`config.mk`:
```
export PLATFORM = sky130hd
export DESIGN_NAME = spi_core
export DESIGN_NICKNAME = d
export VERILOG_FILES = /design/src/rtl/spi_pkg.sv /design/src/rtl/spi_clkdiv.sv /design/src/rtl/spi_core.sv
export SDC_FILE = /design/constraint.sdc
export NUM_CORES = 1
export LEC_CHECK = 0
export BUFFER_PORTS_ARGS = -buffer_cell sky130_fd_sc_hd__buf_2
export CAP_MARGIN = 20
export CELL_PAD_IN_SITES_DETAIL_PLACEMENT = 0
export CELL_PAD_IN_SITES_GLOBAL_PLACEMENT = 1
export CORE_MARGIN = 3
export CORE_UTILIZATION = 30
export CTS_CLUSTER_SIZE = 28
export DETAILED_ROUTE_END_ITERATION = 8
export PLACE_DENSITY_LB_ADDON = 0.1
export SYNTH_ARGS = -nofsm -noshare
export SYNTH_HDL_FRONTEND = slang
export SYNTH_SLANG_ARGS = --single-unit
```
`constraint.sdc`:
```
create_clock -name clk -period 2.9 [get_ports clk]
set_clock_uncertainty 0.05 [all_clocks]
set_input_delay 0.29 -clock clk [delete_from_list [all_inputs] [get_ports clk]]
set_output_delay 0.29 -clock clk [all_outputs]
set_load 0.05 [all_outputs]
```
`src/rtl/spi_pkg.sv`:
```
// Shared SPI master types and defaults.
// Latency: none (declarations only).
// Backpressure: none.
package spi_pkg;

  // Transfer sequencer states; LOW/HIGH/TAIL each last one sclk half-period
  typedef enum logic [1:0] {
    IDLE = 2'd0,
    LOW  = 2'd1,
    HIGH = 2'd2,
    TAIL = 2'd3
  } state_t;

  localparam int DWIDTH_DEF      = 8;
  localparam int HALF_PERIOD_DEF = 1;

endpackage

```
`src/rtl/spi_clkdiv.sv`:
```
// Half-period timer: emits a one-clk phase_end tick every HALF_PERIOD clks while enabled.
// Latency: first tick HALF_PERIOD clks after clr/enable.
// Backpressure: none; free-running while en is high, restarts on clr.
module spi_clkdiv
  import spi_pkg::*;
#(
  parameter int HALF_PERIOD = HALF_PERIOD_DEF
) (
  input  logic clk,
  input  logic rst,
  input  logic clr,
  input  logic en,
  output logic phase_end
);

  localparam int CW = (HALF_PERIOD > 1) ? $clog2(HALF_PERIOD) : 1;
  localparam logic [CW-1:0] LAST = CW'(HALF_PERIOD - 1);

  logic [CW-1:0] cnt;

  assign phase_end = en && (cnt == LAST);

  // Count clks within the current half-period, wrapping on the tick
  always_ff @(posedge clk) begin
    if (rst || clr) begin
      cnt <= '0;
    end else if (en) begin
      cnt <= phase_end ? '0 : cnt + CW'(1);
    end
  end

endmodule

```
`src/rtl/spi_core.sv`:
```
// SPI mode-0 master: one full-duplex MSB-first DWIDTH-bit transfer per host write.
// Latency: done/dout update (2*DWIDTH+1)*HALF_PERIOD clks after the accepting write.
// Backpressure: writes while busy are dropped; done holds until read, new write or reset.
module spi_core
  import spi_pkg::*;
#(
  parameter int DWIDTH      = DWIDTH_DEF,
  parameter int HALF_PERIOD = HALF_PERIOD_DEF
) (
  input  logic              clk,
  input  logic              rst,
  input  logic              cs,
  input  logic              rd,
  input  logic              wr,
  input  logic [DWIDTH-1:0] din,
  output logic [DWIDTH-1:0] dout,
  input  logic              miso,
  output logic              mosi,
  output logic              sclk,
  output logic              done
);

  localparam int BW = $clog2(DWIDTH + 1);

  state_t            state;
  logic [DWIDTH-1:0] tx;
  logic [DWIDTH-1:0] rx;
  logic [BW-1:0]     bitcnt;
  logic              phase_end;
  logic              start;
  logic              rd_ack;

  // Host strobes only act in IDLE; a read wins over a simultaneous write
  assign start  = (state == IDLE) && cs && wr && !rd;
  assign rd_ack = (state == IDLE) && cs && rd;

  spi_clkdiv #(
    .HALF_PERIOD(HALF_PERIOD)
  ) u_clkdiv (
    .clk      (clk),
    .rst      (rst),
    .clr      (start),
    .en       (state != IDLE),
    .phase_end(phase_end)
  );

  // Transfer sequencer with shift registers and registered SPI/host outputs.
  // miso is sampled at the end of a low phase, one half-period after the
  // falling edge that launched it; the first low phase has nothing to sample.
  always_ff @(posedge clk) begin
    if (rst) begin
      state  <= IDLE;
      sclk   <= 1'b0;
      mosi   <= 1'b0;
      dout   <= '0;
      done   <= 1'b0;
      tx     <= '0;
      rx     <= '0;
      bitcnt <= '0;
    end else begin
      case (state)
        IDLE: begin
          if (rd_ack) begin
            done <= 1'b0;
          end else if (start) begin
            tx     <= din;
            mosi   <= din[DWIDTH-1];
            rx     <= '0;
            bitcnt <= '0;
            done   <= 1'b0;
            state  <= LOW;
          end
        end
        LOW: begin
          if (phase_end) begin
            if (bitcnt != '0) begin
              rx <= {rx[DWIDTH-2:0], miso};
            end
            sclk  <= 1'b1;
            state <= HIGH;
          end
        end
        HIGH: begin
          if (phase_end) begin
            sclk   <= 1'b0;
            tx     <= {tx[DWIDTH-2:0], 1'b0};
            mosi   <= tx[DWIDTH-2];
            bitcnt <= bitcnt + BW'(1);
            state  <= (bitcnt == BW'(DWIDTH - 1)) ? TAIL : LOW;
          end
        end
        TAIL: begin
          if (phase_end) begin
            dout  <= {rx[DWIDTH-2:0], miso};
            done  <= 1'b1;
            state <= IDLE;
          end
        end
        default: state <= IDLE;
      endcase
    end
  end

endmodule

```
; ---- Yosys cells after proc, flatten, opt, wreduce, memory -nomap -nowiden
; Index checks and enable logic that the tools add are counted.
; W data, S select, Z words.
[word_totals]
reg_bits = 32
output_inout_bits = 11
word_cells = 74
[op_classes]
add_sub_neg = 2
eq_ne = 11
mux = 31
n_bitwise = 1
n_reduce_logical = 20
[ops]
columns = cell, count
row1 = $mux W7, 7
row2 = $pmux W7 S2, 2
row3 = $mux W2, 6
row4 = $mux W4, 3
row5 = $reduce_and A5 Y1, 2
row6 = $reduce_bool A2 Y1, 5
row7 = $mux W1, 8
row8 = $ne A2 B1 Y1 const B, 4
row9 = $pmux W2 S4, 1
row10 = $pmux W4 S2, 1
row11 = $pmux W1 S2, 3
row12 = $reduce_and A3 Y1, 2
row13 = $logic_and A1 B1 Y1, 5
row14 = $add A4 B1 Y4 const B, 1
row15 = $eq A2 B2 Y1 const B, 2
row16 = $eq A4 B3 Y1 const B, 1
row17 = $ne A2 B2 Y1 const B, 2
row18 = $reduce_and A4 Y1, 1
row19 = $reduce_bool A4 Y1, 1
row20 = $ne A3 B2 Y1 const B, 1
row21 = $eq A2 B1 Y1 const B, 1
row22 = $logic_not A2 Y1, 1
row23 = $reduce_and A2 Y1, 1
row24 = $add A1 B1 Y1 const B, 1
row25 = 3 further kinds, 3

; ---- Logic depth before layout (Yosys ltp)
; Gate-level depths: netlist (run 1).
[depth]
depth_word = 7
mapped_depth = 5
mapped_depth_nobuf = 5

; ---- Modules after synthesis
; From an unflattened synthesis (run 1), not the netlist that was laid out.
[hier_totals]
cells_unflattened = 168
area_unflattened_um2 = 1442.6
[by_module_without_submodules]
columns = module, instances, cells_each, area_each_um2, seq_area_each_um2
row1 = spi_core, 1, 165, 1401.3, 620.6
row2 = spi_clkdiv, 1, 3, 41.3, 20.0

; ---- Worst setup path after synthesis (run 1)
; No wires, ideal clock.
[synth_timing]
path_type = register -> register
from = register state[1]
to = register rx[0]
setup_time_ps = 72
t_arrival_ps = 1276
setup_slack_ps = 1502
stages_incl_launch_ff = 5
synth_period_minus_slack_ps = 1398
path_cell_list = dfxtp_1 > buf_6 > or3b_4 > o22ai_4 > mux2i_1
[synth_via]
elab_chain_cells = 6
elab_cells_between_ends = 15
[synth_lines]
columns = item, line
row1 = "start, declared", spi_core.sv:25  ; state_t state;
row2 = "start signal, assigned", spi_core.sv:89  ; state <= (bitcnt == BW'(DWIDTH - 1)) ? TAIL : LOW;
row3 = $logic_not A2 Y1, "spi_core.sv:34, spi_core.sv:35, spi_core.sv:61"
row4 = $logic_and A1 B1 Y1, "spi_core.sv:34, spi_core.sv:35"
row5 = $logic_and A1 B1 Y1 (2 in a row), spi_core.sv:34  ; assign start = (state == IDLE) && cs && wr && !rd;
row6 = $ne A2 B1 Y1 (no line), --
row7 = $reduce_and A5 Y1 (no line), --
row8 = "end signal, assigned", spi_core.sv:77  ; rx <= {rx[DWIDTH-2:0], miso};
row9 = "end, declared", spi_core.sv:27  ; logic [DWIDTH-1:0] rx;
; Parallel ways exist; a longest one is shown, timed or not.
; A chain may end at the register's enable or synchronous reset.

; ---- Final worst setup path (run 1)
[layout_timing]
from = register state[1]
to = register bitcnt[3]
[layout_via]
elab_chain_cells = 6
elab_cells_between_ends = 14
[layout_lines]
columns = item, line
row1 = $logic_not A2 Y1, "spi_core.sv:34, spi_core.sv:35, spi_core.sv:61"
row2 = $logic_and A1 B1 Y1, "spi_core.sv:34, spi_core.sv:35"
row3 = $logic_and A1 B1 Y1 (2 in a row), spi_core.sv:34
row4 = $ne A2 B1 Y1 (no line), --
row5 = $reduce_and A4 Y1 (no line), --
row6 = "end signal, assigned", spi_core.sv:88  ; bitcnt <= bitcnt + BW'(1);
row7 = "end, declared", spi_core.sv:28  ; logic [BW-1:0] bitcnt;
; Parallel ways exist; a longest one is shown, timed or not.

==> flow_metrics.py, run 1 <==
metrics = {
    "synthesis": {
        "netlist_area_sq_mm": 0.00146,
        "synth-compound-area-share_pct": 17.4,
        "yosysWarnings": 0,
        "synth_cells": 147,
        "synth_cell_types": 35,
        "yosysTopAreaCell": "dfxtp_1",
        "yosysSeqAreaShare_pct": 43.9,
        "ys_ff_latch": 32,
        "synth_top_family_by_area": "compound AO/OA/AOI/OAI gates",
        "yosys-top-cells-area": "dfxtp_1, mux2i_1, a211oi_1",
        "synthSimpleGateAreaFrac_pct": 17.1,
        "syn_area_per_cell_sq_um": 9.92,
        "synth_edf_count": 0,
        "synthXorXnorAreaFrac_pct": 0,
        "muxShareOfSynthArea_pct": 15.1,
        "synth_nets": 163,
        "netlist.area_leader.share_pct": 43.9,
        "synthAdderAreaFrac_pct": 1.72,
        "async_reset_ff_share_pct": 0,
        "synth_flop_cell": "dfxtp_1",
    },
    "outcome": {
        "status": "finished clean",
    },
    "final_layout": {
        "antenna_cells": 0,
        "syn_to_final_growth_pct": 15.7,
        "drive_above_1_share_pct": 22.0,
        "nets": 184,
        "fin_area_sq_mm": 0.00169,
        "fillers": 463,
    },
    "global_routing": {
        "antenna_found_initial": 0,
        "use_met3_pct": 5.28,
        "grt_usage_pct": 12.3,
        "met1_usage_pct": 16.3,
        "grt_pass1_wl_microns": 5090,
        "grt_pass1_vias": 1055,
        "grt_remaining_overflow": 0,
        "busiest_layer": "met2",
        "met2_usage_pct": 17.3,
        "grt_max_degree": 35,
    },
    "detailed_routing": {
        "ant_nets": 0,
        "drt_wl_total_microns": 3130,
        "drtIter0Drc": 77,
        "dr_total_vias": 1123,
        "drc": 0,
        "drt-pass1-iter-count": 4,
        "via_per_inst": 4.82,
        "wire_per_inst_microns": 13.4,
    },
    "run": {
        "drv_cap": 0,
    },
    "worst_setup_path": {
        "rr_startpoint": "state[1]",
        "crit_fanout": 12,
        "critPathKind": "register to register",
        "worst_path_max_delay_cell": "nor3b_2",
        "slowest_delay_ns": 0.71,
        "crit_arrival_ns": 1.99,
        "worstSetupStartpointType": "register",
        "required_ns": 3.04,
        "crit_path_start": "state[1]",
        "cp_cell_sequence": "nor3b_2, a41oi_1, a311oi_1",
        "critPathCaptureType": "register",
    },
    "floorplan": {
        "core_sq_mm": 0.00453,
        "fp-row-count": 24,
        "die_h_microns": 75.7,
        "start_util_pct": 32.1,
        "io-pin-count": 25,
        "die_area_sq_mm": 0.00573,
        "die_width_microns": 75.7,
    },
    "clock_tree": {
        "numCtsBuffers": 5,
        "cts_resized": 0,
        "cts_buffer_depth": 2,
        "clock-sinks": 32,
        "cts-root-buf": "clkbuf_8",
        "cts_hold_buf": 0,
        "path_clk_slew_ns": 0.06,
        "tritoncts": "yes",
        "htreeDepth": 2,
        "postCtsSetupBuffers": 0,
        "clkLatencyLatePin_ns": 0.28,
    },
    "timing": {
        "fin_crit_ns": 1.85,
        "hold_viol": 0,
        "min_period_over_period_pct": 63.7,
        "rsz0062_at_grt": "no",
        "worst_pin_slew_ns": 0.775,
        "slew_headroom_pct": 48.1,
        "fmax_ghz": 0.541,
        "fin_setup_tns_ns": 0,
        "report.final.slew_viol_count": 0,
        "setup_viol": 0,
    },
    "place": {
        "place_area_sq_mm": 0.00161,
        "dp_hpwl_microns": 2070,
        "gp_congestion": 0.745,
        "numPortBuffers": 24,
    },
    "power_and_ir_drop": {
        "powerDensity_mw_per_mm2": 503,
        "leakagePower_nw": 0.717,
        "vdd_drop_max_mv": 0.199,
    },
    "worst_hold_path": {
        "min_path_type": "primary input to register",
        "hold_start": "miso",
    },
}
[final timing paths]
check	cells past startpoint	endpoint	slack, ns
worst min-delay path	3	dout[0]	0.21
worst max register to register	3	bitcnt[3]	1.05
worst min register to register	2	done	0.43
worst max-delay path	3	bitcnt[3]	1.05
[cells by family (layout without fill, tap and decap cells)]
group	count (synthesis)	count (layout)
DFF	32	32
AOI/OAI and AO/OA	34	34
buffers and inverters	15	36
and+or+nand+nor	42	42
muxes	22	22
adders and majority gates	2	2
[worst max-delay path, delay by kind of cell, from the launching register on]
kind / cells / cell delay [ns]
and+or+nand+nor: 1 / 0.71
AOI/OAI and AO/OA: 2 / 0.47
DFF: 1 / 0.52
[where the power goes]
| part | switching [mW] | internal [mW] |
|---|---|---|
| registers | 0.00685 | 0.449 |
| clock network | 0.160 | 0.163 |
| logic | 0.0415 | 0.0284 |
[flip-flops by register name, summed over array words and instances, names as in the netlist]
name and cells:
sclk 1, u_clkdiv.cnt 1, state 2, dout 8, rx 7, done 1, tx 7, mosi 1
bitcnt 4
[Yosys cell counts (all sizes together) (2+ instances only)]
library cell,n
a211oi,14
a21oi,6
buf,5
clkbuf,5
dfxtp,32
ha,2
inv,5
mux2i,22
nand2,7
nand2b,8
nand3b,2
nor2,12
nor3b,3
o211ai,2
o21ai,4
o31ai,2
or3b,2
[through the flow]
| step | setup WS (ns) | cells | hold slack (ns) | util [%] | power (mW) |
|---|---|---|---|---|---|
| floorplan | 1.50 | 147 | 0.382 | - | 0.515 |
| global placement | 1.15 | 226 | 0.414 | 35.5 | 0.536 |
| detailed placement | 1.12 | 226 | 0.414 | 35.5 | 0.536 |
| CTS | 1.09 | 233 | 0.198 | 37.2 | 0.866 |
| global route | 0.967 | 233 | 0.218 | 37.2 | 0.891 |
| finish | 1.05 | 233 | 0.206 | 37.2 | 0.849 |
[final cells by class]
| type | count | area, sq um | share of cell area (%) |
|---|---|---|---|
| inverter | 5 | 18.8 | 1.11 |
| clock inverter | 1 | 5.00 | 0.297 |
| timing repair buffer | 24 | 120 | 7.12 |
| tap | 65 | 81.3 | 4.82 |
| sequential | 32 | 641 | 38.0 |
| multi-input combinational | 100 | 748 | 44.4 |
| clock buffer | 6 | 72.6 | 4.30 |
[routing by layer]
| layer | vias up | wire (microns) | share of wire (%) |
|---|---|---|---|
| met5 | - | 0 | 0 |
| met4 | 0 | 55 | 1.8 |
| met3 | 7 | 166 | 5.3 |
| met2 | 23 | 1310 | 42 |
| met1 | 515 | 1600 | 51 |
| li1 | 578 | - | - |
[cell usage in the layout (no fill, tap or decap)]
| cell | netlist | final |
|---|---|---|
| dfxtp_1 | 32 | 32 |
| buf_2 | 4 | 24 |
| mux2i_1 | 22 | 22 |
| a211oi_1 | 14 | 14 |
| nor2_1 | 12 | 12 |
| nand2b_1 | 8 | 8 |
| nand2_1 | 7 | 7 |
| a21oi_1 | 6 | 6 |
| inv_1 | 5 | 5 |
| clkbuf_8 | 0 | 5 |
| o21ai_0 | 3 | 3 |
| nand3b_1 | 2 | 2 |
| nor3b_2 | 2 | 2 |
| o31ai_1 | 2 | 2 |
| o211ai_1 | 2 | 2 |
| ha_1 | 2 | 2 |
| or2_2 | 1 | 1 |
| or3b_4 | 1 | 1 |
| nor3b_1 | 1 | 1 |
| o22ai_4 | 1 | 1 |
| or3b_1 | 1 | 1 |
| o21ai_2 | 1 | 1 |
| and3b_1 | 1 | 1 |
| nor4bb_1 | 1 | 1 |
| a31o_2 | 1 | 1 |
| a41oi_1 | 1 | 1 |
| a311oi_1 | 1 | 1 |
| nor4b_1 | 1 | 1 |
| a221o_1 | 1 | 1 |
| nand3_1 | 1 | 1 |
| nand4b_1 | 1 | 1 |
| or3_1 | 1 | 1 |
| nand4_1 | 1 | 1 |
| a221oi_1 | 1 | 1 |
| clkinv_2 | 0 | 1 |
| clkbuf_1 | 5 | 1 |
(Power assumes the default switching activity.)
==> inputs of run 2 (changes only) <==
--- a/config.mk
+++ b/config.mk
@@ -5,6 +5,7 @@
 export SDC_FILE = /design/constraint.sdc
 export NUM_CORES = 1
 export LEC_CHECK = 0
+export ABC_AREA = 1
 export BUFFER_PORTS_ARGS = -buffer_cell sky130_fd_sc_hd__buf_2
 export CAP_MARGIN = 20
 export CELL_PAD_IN_SITES_DETAIL_PLACEMENT = 0
==> constraint.sdc (replaced) <==
create_clock -name clk -period 1.7 [get_ports clk]
set_clock_uncertainty 0.05 [all_clocks]
set_input_delay 0.17 -clock clk [delete_from_list [all_inputs] [get_ports clk]]
set_output_delay 0.17 -clock clk [all_outputs]
set_load 0.05 [all_outputs]
==> flow_metrics.py, run 2 <==
metrics = {
    "synthesis": {
        "synth_top_cells_by_count": "nand2_1, dfxtp_1, nor2_1",
        "ys_ff_latch": 32,
        "synth_cell_types": 23,
        "async_reset_ff_share_pct": 0,
        "synth_top_family_by_area": "simple AND/OR/NAND/NOR gates",
        "synth_nets": 235,
        "netlist.area_leader.share_pct": 41.4,
        "synth_most_common_cell": "nand2_1",
        "synth_cells": 219,
        "netlist_area_sq_mm": 0.00155,
        "synthSimpleGateAreaFrac_pct": 32.7,
        "synthAdderAreaFrac_pct": 1.62,
        "syn_area_per_cell_sq_um": 7.07,
        "synth_edf_count": 0,
        "yosysTopAreaCell": "dfxtp_1",
        "synth_flop_cell": "dfxtp_1",
        "synthXorXnorAreaFrac_pct": 0,
        "yosysSeqAreaShare_pct": 41.4,
        "yosys-top-cells-area": "dfxtp_1, nand2_1, a21oi_1",
        "yosysWarnings": 0,
        "synth-compound-area-share_pct": 13.7,
        "muxShareOfSynthArea_pct": 0,
    },
    "detailed_routing": {
        "ant_nets": 0,
        "via_per_inst": 4.40,
        "drc": 0,
        "drtIter0Drc": 62,
        "drt_wl_total_microns": 3570,
        "wire_per_inst_microns": 11.5,
        "dr_total_vias": 1368,
        "drt-pass1-iter-count": 4,
    },
    "worst_setup_path": {
        "worstSetupStartpointType": "register",
        "crit_fanout": 13,
        "crit_path_start": "state[1]",
        "critPathKind": "register to register",
        "required_ns": 1.84,
        "critPathCaptureType": "register",
        "rr_startpoint": "state[1]",
        "crit_arrival_ns": 1.67,
    },
    "floorplan": {
        "fp-row-count": 25,
        "start_util_pct": 31.9,
        "io-pin-count": 25,
        "die_area_sq_mm": 0.00606,
        "die_h_microns": 77.9,
        "core_sq_mm": 0.00485,
        "die_width_microns": 77.9,
    },
    "timing": {
        "fmax_ghz": 0.653,
        "setup_viol": 0,
        "worst_pin_slew_ns": 0.533,
        "report.final.slew_viol_count": 0,
        "slew_headroom_pct": 64.4,
        "whs_ns": 0.0767,
        "min_period_over_period_pct": 90.0,
        "fin_setup_tns_ns": 0,
        "fin_crit_ns": 1.53,
        "rsz0062_at_grt": "no",
        "worst_slack_ns": 0.169,
        "hold_viol": 0,
    },
    "final_layout": {
        "largest_reg_flops": 8,
        "nets": 259,
        "drive_above_1_share_pct": 19.3,
        "syn_to_final_growth_pct": 16.1,
        "fin_area_sq_mm": 0.00180,
        "antenna_cells": 0,
        "most-common-layout-cells": "nand2_1, dfxtp_1, nor2_1, a21oi_1, buf_2",
        "largest_register": "dout",
        "reg_top3": "dout: 8 flops, rx: 7 flops, tx: 7 flops",
        "final_common_cell": "nand2_1",
        "stdcell_count": 311,
        "fin_util_pct": 37.1,
    },
    "worst_hold_path": {
        "min_path_type": "primary input to register",
        "hold_start": "miso",
    },
    "power_and_ir_drop": {
        "p_clk_share_pct": 26.3,
        "vdd_drop_max_mv": 0.601,
        "swShare_pct": 40.1,
        "leakagePower_nw": 0.816,
        "seqPwrFrac_pct": 37.5,
        "finalPower_mw": 2.79,
        "internal_power_mw": 1.67,
        "p_comb_share_pct": 36.2,
        "powerDensity_mw_per_mm2": 1550,
        "switchingPower_mw": 1.12,
    },
    "clock_tree": {
        "clkLatencyLatePin_ns": 0.29,
        "tritoncts": "yes",
        "postCtsSetupBuffers": 0,
        "htreeDepth": 2,
        "numCtsBuffers": 5,
        "clock-sinks": 32,
        "cts-root-buf": "clkbuf_8",
        "cts_buffer_depth": 2,
        "path_clk_slew_ns": 0.07,
        "cts_hold_buf": 0,
    },
    "global_routing": {
        "grt_max_degree": 20,
        "antenna_found_initial": 0,
        "grt_pass1_wl_microns": 6110,
        "grt_usage_pct": 12.6,
        "grt_pass1_vias": 1298,
        "grt_remaining_overflow": 0,
    },
    "place": {
        "place_ws_ns": 0.178,
        "gp_congestion": 0.721,
        "dpl.cell_count": 303,
        "place_area_sq_mm": 0.00168,
        "dp_hpwl_microns": 2360,
        "numPortBuffers": 24,
    },
    "run": {
        "drv_cap": 0,
    },
    "outcome": {
        "status": "finished clean",
    },
}
[run 2: changes by cell type after synthesis, moves of 14 or more]
cell,delta
nor2_1,+17
mux2i_1,-22
nand2_1,+57
nand3_1,+15
a211oi_1,-14
a21oi_1,+18
[run 2: final cells by class]
type / count / area [sq um]
clock inverter: 2 / 35.0
inverter: 15 / 56.3
clock buffer: 6 / 72.6
fill: 565 / 3050
timing repair buffer: 29 / 158
tap: 67 / 83.8
sequential: 32 / 641
multi-input combinational: 160 / 752
[run 2: final timing paths]
| kind | to | slack [ns] | cells after the start |
|---|---|---|---|
| worst max-delay path | bitcnt[3] | 0.17 | 4 |
| worst min-delay path | dout[0] | 0.08 | 3 |
| worst max register to register | bitcnt[3] | 0.17 | 4 |
| worst min register to register | done | 0.41 | 2 |
[run 2: logic make-up after synthesis]
| group | count (synthesis) |
|---|---|
| AND/OR/NAND/NOR | 119 |
| AO/OA/AOI/OAI | 39 |
| flip-flops | 32 |
| buffers and inverters | 27 |
| adder cells (fa/ha/maj) | 2 |
[run 2: what timing repair did]
item	CTS	global route
endpoints found under the hold margin	0	0
endpoints found under the setup margin	0	3
gates resized for setup	0	2
[run 2: metal layers]
| layer | global-route usage [%] | vias to the layer above | routed length, microns |
|---|---|---|---|
| li1 | - | 745 | - |
| met1 | 18.1 | 598 | 1940 |
| met5 | 0 | - | 0 |
| met2 | 17.2 | 17 | 1450 |
| met4 | 5.87 | 0 | 54 |
| met3 | 3.36 | 8 | 131 |
[run 2: worst max-delay path, cell delays in order (launching register included)]
cell and delay [ns]:
dfxtp_1 0.45, a21oi_4 0.41, nand2_2 0.27, a21oi_1 0.19, nor2_1 0.06
[run 2: power by group through the flow]
| stage | Sequential (mW) | Combinational [mW] | Clock, mW |
|---|---|---|---|
| final | 1.05 | 1.01 | 0.733 |
| after detailed placement | 1.06 | 1.01 | 0 |
| after CTS | 1.04 | 1.02 | 0.751 |
| after floorplan | 1.11 | 0.845 | 0 |
| after global routing | 1.07 | 1.14 | 0.788 |
| after global placement | 1.06 | 1.02 | 0 |
